<file path="config.mk">
export PLATFORM = sky130hd
export DESIGN_NAME = mpu_store
export DESIGN_NICKNAME = d
export VERILOG_FILES = /design/src/rtl/mpu_store.sv
export SDC_FILE = /design/constraint.sdc
export NUM_CORES = 1
export LEC_CHECK = 0
export BUFFER_PORTS_ARGS = -buffer_cell sky130_fd_sc_hd__clkbuf_2
export CAP_MARGIN = 20
export CORE_MARGIN = 10
export CORE_UTILIZATION = 41
export DETAILED_ROUTE_END_ITERATION = 7
export PLACE_DENSITY = 0.8
export REMOVE_ABC_BUFFERS = 1
export SYNTH_ARGS = -nofsm -noshare
export SYNTH_HDL_FRONTEND = slang
export SYNTH_SLANG_ARGS = --single-unit
</file>
<file path="constraint.sdc">
create_clock -name clk -period 2.6 [get_ports clk]
set_input_delay 0.39 -clock clk [delete_from_list [all_inputs] [get_ports clk]]
set_output_delay 0.39 -clock clk [all_outputs]
set_load 0.05 [all_outputs]
</file>
<file path="src/rtl/mpu_store.sv">
// Streams one matrix from the matrix register file to an external sink in row-major
// order, one element per accepted beat, validating the size reported by the register file.
module mpu_store #(
    parameter int unsigned M               = 4,
    parameter int unsigned N               = 4,
    parameter int unsigned MBITS           = 2,
    parameter int unsigned NBITS           = 2,
    parameter int unsigned MATRIX_REG_BITS = 3
) (
    input  logic                       clk,
    input  logic                       rst,
    input  logic                       store_req_in,
    input  logic [MATRIX_REG_BITS:0]   mem_store_addr_in,
    input  logic                       mem_store_ready_in,
    output logic [31:0]                mem_store_element_out,
    output logic                       mem_store_valid_out,
    output logic [MBITS:0]             mem_i_store_loc_out,
    output logic [NBITS:0]             mem_j_store_loc_out,
    output logic [MBITS:0]             mem_m_store_size_out,
    output logic [NBITS:0]             mem_n_store_size_out,
    output logic                       mem_store_done_out,
    output logic                       mem_store_error_out,
    input  logic                       reg_store_ready_in,
    input  logic [MBITS:0]             reg_m_store_size_in,
    input  logic [NBITS:0]             reg_n_store_size_in,
    input  logic [31:0]                reg_store_element_in,
    output logic                       reg_store_req_out,
    output logic [MATRIX_REG_BITS:0]   reg_store_addr_out,
    output logic [MBITS:0]             reg_i_store_loc_out,
    output logic [NBITS:0]             reg_j_store_loc_out
);

    localparam int unsigned MW = MBITS + 1;
    localparam int unsigned NW = NBITS + 1;
    localparam int unsigned AW = MATRIX_REG_BITS + 1;

    localparam logic [MW-1:0] LP_M_MAX = MW'(M);
    localparam logic [NW-1:0] LP_N_MAX = NW'(N);

    typedef enum logic [1:0] {
        STORE_IDLE,
        STORE_REQUEST,
        STORE_MATRIX,
        STORE_DONE
    } state_t;

    state_t          r_state;
    logic [MW-1:0]   r_row;
    logic [NW-1:0]   r_col;
    logic [MW-1:0]   r_m;
    logic [NW-1:0]   r_n;
    logic [AW-1:0]   r_addr;
    logic            r_valid;
    logic            r_req;
    logic            r_done;
    logic            r_error;

    logic            w_accept;
    logic            w_last_col;
    logic            w_last_row;
    logic            w_size_err;

    assign w_accept   = r_valid & mem_store_ready_in;
    assign w_last_col = (r_col == (r_n - NW'(1)));
    assign w_last_row = (r_row == (r_m - MW'(1)));
    assign w_size_err = (reg_m_store_size_in == '0) || (reg_n_store_size_in == '0) ||
                        (reg_m_store_size_in > LP_M_MAX) || (reg_n_store_size_in > LP_N_MAX);

    // Control FSM; done/error are single-cycle pulses, req/valid follow the state.
    always_ff @(posedge clk) begin
        if (rst) begin
            r_state <= STORE_IDLE;
            r_row   <= '0;
            r_col   <= '0;
            r_m     <= '0;
            r_n     <= '0;
            r_addr  <= '0;
            r_valid <= 1'b0;
            r_req   <= 1'b0;
            r_done  <= 1'b0;
            r_error <= 1'b0;
        end else begin
            r_done  <= 1'b0;
            r_error <= 1'b0;
            case (r_state)
                STORE_IDLE: begin
                    if (store_req_in) begin
                        r_addr  <= mem_store_addr_in;
                        r_req   <= 1'b1;
                        r_state <= STORE_REQUEST;
                    end
                end
                STORE_REQUEST: begin
                    if (reg_store_ready_in) begin
                        r_m <= reg_m_store_size_in;
                        r_n <= reg_n_store_size_in;
                        if (w_size_err) begin
                            r_error <= 1'b1;
                            r_req   <= 1'b0;
                            r_state <= STORE_IDLE;
                        end else begin
                            r_row   <= '0;
                            r_col   <= '0;
                            r_valid <= 1'b1;
                            r_state <= STORE_MATRIX;
                        end
                    end
                end
                STORE_MATRIX: begin
                    if (w_accept) begin
                        if (w_last_col && w_last_row) begin
                            r_valid <= 1'b0;
                            r_req   <= 1'b0;
                            r_done  <= 1'b1;
                            r_state <= STORE_DONE;
                        end else if (w_last_col) begin
                            r_row <= r_row + MW'(1);
                            r_col <= '0;
                        end else begin
                            r_col <= r_col + NW'(1);
                        end
                    end
                end
                STORE_DONE: begin
                    r_state <= STORE_IDLE;
                end
                default: begin
                    r_state <= STORE_IDLE;
                end
            endcase
        end
    end

    // Element is a combinational pass-through of the register file read, zero when idle.
    assign mem_store_element_out = r_valid ? reg_store_element_in : 32'd0;
    assign mem_store_valid_out   = r_valid;
    assign mem_i_store_loc_out   = r_row;
    assign mem_j_store_loc_out   = r_col;
    assign mem_m_store_size_out  = r_m;
    assign mem_n_store_size_out  = r_n;
    assign mem_store_done_out    = r_done;
    assign mem_store_error_out   = r_error;
    assign reg_store_req_out     = r_req;
    assign reg_store_addr_out    = r_addr;
    assign reg_i_store_loc_out   = r_row;
    assign reg_j_store_loc_out   = r_col;

endmodule
</file>
* Yosys cells after proc, flatten, opt, wreduce, memory -nomap -nowiden *
Index checks and enable logic that the tools add are counted.

word-level totals
  output and inout port bits = 58
  bits of input ports = 47
  logic and storage cells = 80
  register bits = 22

operators by class
  eq/ne operators = 13
  $add $sub $neg = 4
  bitwise operators = 5
  order comparisons = 2
  reductions and logical operators = 18
  multiplexer cells = 28

operator list
  cell                 count
  $mux 32              1
  $mux 3               8
  $ne 2x2->1 const B   8
  $pmux 3 s2           2
  $reduce_and 6->1     2
  $mux 2               5
  $reduce_and 5->1     2
  $mux 1               9
  $pmux 2 s4           1
  $add 3x1->3 const B  2
  $eq 3x3->1           2
  $gt 3x3->1 const B   2
  $logic_not 3->1      2
  $reduce_or 3->1      2
  $sub 3x1->3 const B  2
  $eq 2x2->1 const B   2
  $not 1->1            4
  $reduce_and 2->1     2
  $reduce_and 4->1     1
  $logic_or 1x1->1     3
  $pmux 1 s3           1
  $reduce_bool 3->1    1
  $eq 2x1->1 const B   1
  $logic_not 2->1      1
  4 further kinds      4

* Longest topological paths before layout *
  depth in word-level cells = 7
  depth in mapped cells = 9
  mapped depth without buffers = 7

* Worst setup path after synthesis *
Ideal clock, no wire load.

  path type = register -> register
  start = register r_m[0] (netlist: mem_m_store_size_out[0])
  end = register (tool-made name)
  data arrival time = 2.133 ns
  path buffers = 0
  required time = 2.484 ns
  setup time = 0.116 ns
  slack = 0.350 ns
  stages on the path, launching flop included = 8
  cell sequence = dfxtp_1 > inv_1 > ha_1 > xor2_1 > nand3_1 > o31ai_1 > a311oi_1 > a41o_1

RTL lines
  what                    RTL line  source
  start, declared         50        logic [MW-1:0] r_m;
  start signal, assigned  95        r_m <= reg_m_store_size_in;

==> metrics.txt <==
run status=complete, no violations; Worst setup endpoint=mem_i_store_loc_out[0]; Final min period=2040 ps; hold_buf cts=0; Slew Viols, Final=0; final hold vios=0; sequential element share of the synthesized area=0.298; num rows=21; post-route clock skew=3.61 ps; vias in the first global route=around 1.5k; largest net degree at the start of global routing=37; Clock Sinks=22; Area Growth Syn to Fin=37.4%; R2R Setup Slk=560 ps; Mapped Cells=184; chip width=80.0 um; fraction of layout cells with a size suffix above 1=0.406; GR Util All Layers=0.142; VDD IR max=around 320 uV; per-cell routed wire length=14.6 um; Seq cells post-synth=22; Inserted Diodes=0; routability-driven placement congestion ratio=0.827; core area=3420 um2; FF-to-FF End=mem_i_store_loc_out[0]; Post-CTS Resized=0; Die Y=about 80 um; DRT iter0 DRCs=36; post-DR vias/cell=4.91; number of cells on the worst reg-to-reg path=7; max_slew headroom=0.605; io pins=105; Tot Pwr=838 uW; die area=roughly 6400 um2; CP Class=reg -> reg; period utilization=0.784; TritonCTS clock tree=yes; LEAKAGE=between 1 and 1.5 nW; synthesized cell area=1480 um2; Overflow after GRT=0; post-CTS setup buffer count=0; CTS buffer count=3; Worst Tran Pin Value=589 ps; clock buffer depth=2; initial antenna violation count=0; Hold Worst Slack=283 ps; Final #Nets=338; Setup Total Neg Slack=0 ps; Cell variety after synth=34; Port Buffers=104; warnings from Yosys=0; first-pass GRT wire length=~7.5 mm; CTS root buffer=clkbuf_4; Clk pin slew, worst setup/hold paths=120 ps; Critical Path Start Type=flip-flop; Achievable Freq=491 MHz; Worst EP arrival=2290 ps; Pre-antenna DRT Iters=4; CP max FO=13; Synth Area per Inst=8.03 um2; PwrDens=412 nW/um2; HPWL reported at the end of detailed placement=slightly above 4 mm; RSZ-0062 raised after global routing=no; Setup crit end kind=flip-flop; post-route ant nets=0; Initial Utilization=0.433; Routed WL=4.79 mm; setup violators final=0; htree depth=1; Vias=1607; Hold Crit Class=in -> reg; Max-cap violations=0; worst path required time=around 2900 ps; worst skew pair latency=320 ps; DRC Markers=0
-- synth_stat cells --
master,number,area [um2]
o31ai_1,5,37.5
ha_1,9,113
nor2_2,1,6.26
nor2b_1,1,6.26
inv_1,10,37.5
o21ai_0,3,15.0
a211oi_1,1,7.51
a22oi_1,2,15.0
or3_1,2,12.5
nand3_1,13,65.1
nor2_1,4,15.0
xnor3_1,2,45.0
nand2_1,20,75.1
buf_1,1,3.75
nand4_1,1,6.26
a31oi_1,3,18.8
and2_1,33,206
buf_6,1,11.3
or3b_1,1,8.76
or3b_4,1,11.3
a311oi_1,1,8.76
or4_1,4,30.0
xor2_1,4,35.0
and3_1,1,6.26
o21bai_1,3,22.5
nor3_1,2,10.0
a41o_1,2,20.0
buf_4,6,45.0
buf_2,1,5.00
dfxtp_1,22,440
a21oi_1,17,85.1
clkbuf_1,5,18.8
a221oi_4,1,26.3
nor3b_1,1,7.51
-- placed cells by master, fill, tap and decap left out, drive strengths merged, types with 2 or more instances in the layout --
cell type and n:
a31oi 3, dfxtp 22, o21ai 3, nand3 13, nor3 2, nor2 5, xor2 4, clkbuf 108
a22oi 2, o21bai 3, ha 9, or3 2, and2 33, a41o 2, nand2 20, buf 3
inv 10, a21oi 17, or3b 2, or4 4, xnor3 2, o31ai 5
-- critical path: stages, from the launching register on --
cell and delay [ps]:
dfxtp_1 350, inv_1 140, ha_1 190, nand2_1 210
a221oi_4 290, nor2_2 150, or4_1 490, a21oi_1 160
-- state kept, by name, indices dropped and copies added, names as in the netlist, named ones only --
register              cells
mem_store_valid_out       1
mem_j_store_loc_out       3
reg_store_addr_out        4
mem_i_store_loc_out       3
mem_store_error_out       1
reg_store_req_out         1
r_state                   1
mem_m_store_size_out      3
mem_n_store_size_out      3
mem_store_done_out        1
-- kinds of logic after synthesis --
| kind of cell | Yosys count | synth area share |
|---|---|---|
| AND/OR/NAND/NOR | 85 | 0.316 |
| AO/OA/AOI/OAI | 38 | 0.174 |
| buffers and inverters | 24 | 0.0821 |
| flip-flops | 22 | 0.298 |
| adder cells (fa/ha/maj) | 9 | 0.0762 |
| XOR/XNOR | 6 | 0.0542 |
-- power breakdown --
group          leakage, nW  internal [mW]  switching (mW)  total (mW)
registers            0.179          0.355          0.0152       0.370
clock network       0.0210         0.0858           0.110       0.196
logic                0.866         0.0893           0.182       0.271
total                 1.07          0.530           0.307       0.838
-- routing by layer --
metal,up-vias,share of wire,track usage
li1,827,-,-
met1,697,0.40,0.162
met2,78,0.46,0.239
met3,5,0.13,0.0563
met4,0,0.011,0.0423
met5,-,0,0
-- cell type report --
type | instances | area, um2
fillers | 331 | 1390
repair buffers | 107 | 543
multi-input cells | 138 | 916
flip-flops and latches | 22 | 440
inverters | 10 | 37.5
clock buffers | 4 | 36.3
well taps | 46 | 57.6
-- stage by stage --
stage	instances	instance area, um2	setup slack [ps]	utilization
6_report	327	2030	562	0.595
5_1_grt	327	2030	355	0.595
4_1_cts	327	2030	555	0.595
3_5_place_dp	323	1990	474	0.584
3_3_place_gp	323	1990	504	0.584
2_1_floorplan	170	1390	176	-
-- worst min-delay path by stage --
| stage | start | end | cells past startpoint |
|---|---|---|---|
| 2_1_floorplan | rst | mem_i_store_loc_out[0] | 1 |
| 3_3_place_gp | reg_store_addr_out[3] | reg_store_addr_out[3] | 2 |
| 3_5_place_dp | reg_store_addr_out[3] | reg_store_addr_out[3] | 2 |
| 4_1_cts | mem_store_addr_in[3] | reg_store_addr_out[3] | 3 |
| 5_1_grt | mem_store_addr_in[0] | reg_store_addr_out[0] | 3 |
| 6_report | mem_store_addr_in[1] | reg_store_addr_out[1] | 3 |
No activity file was read; power rests on OpenSTA's default activity.
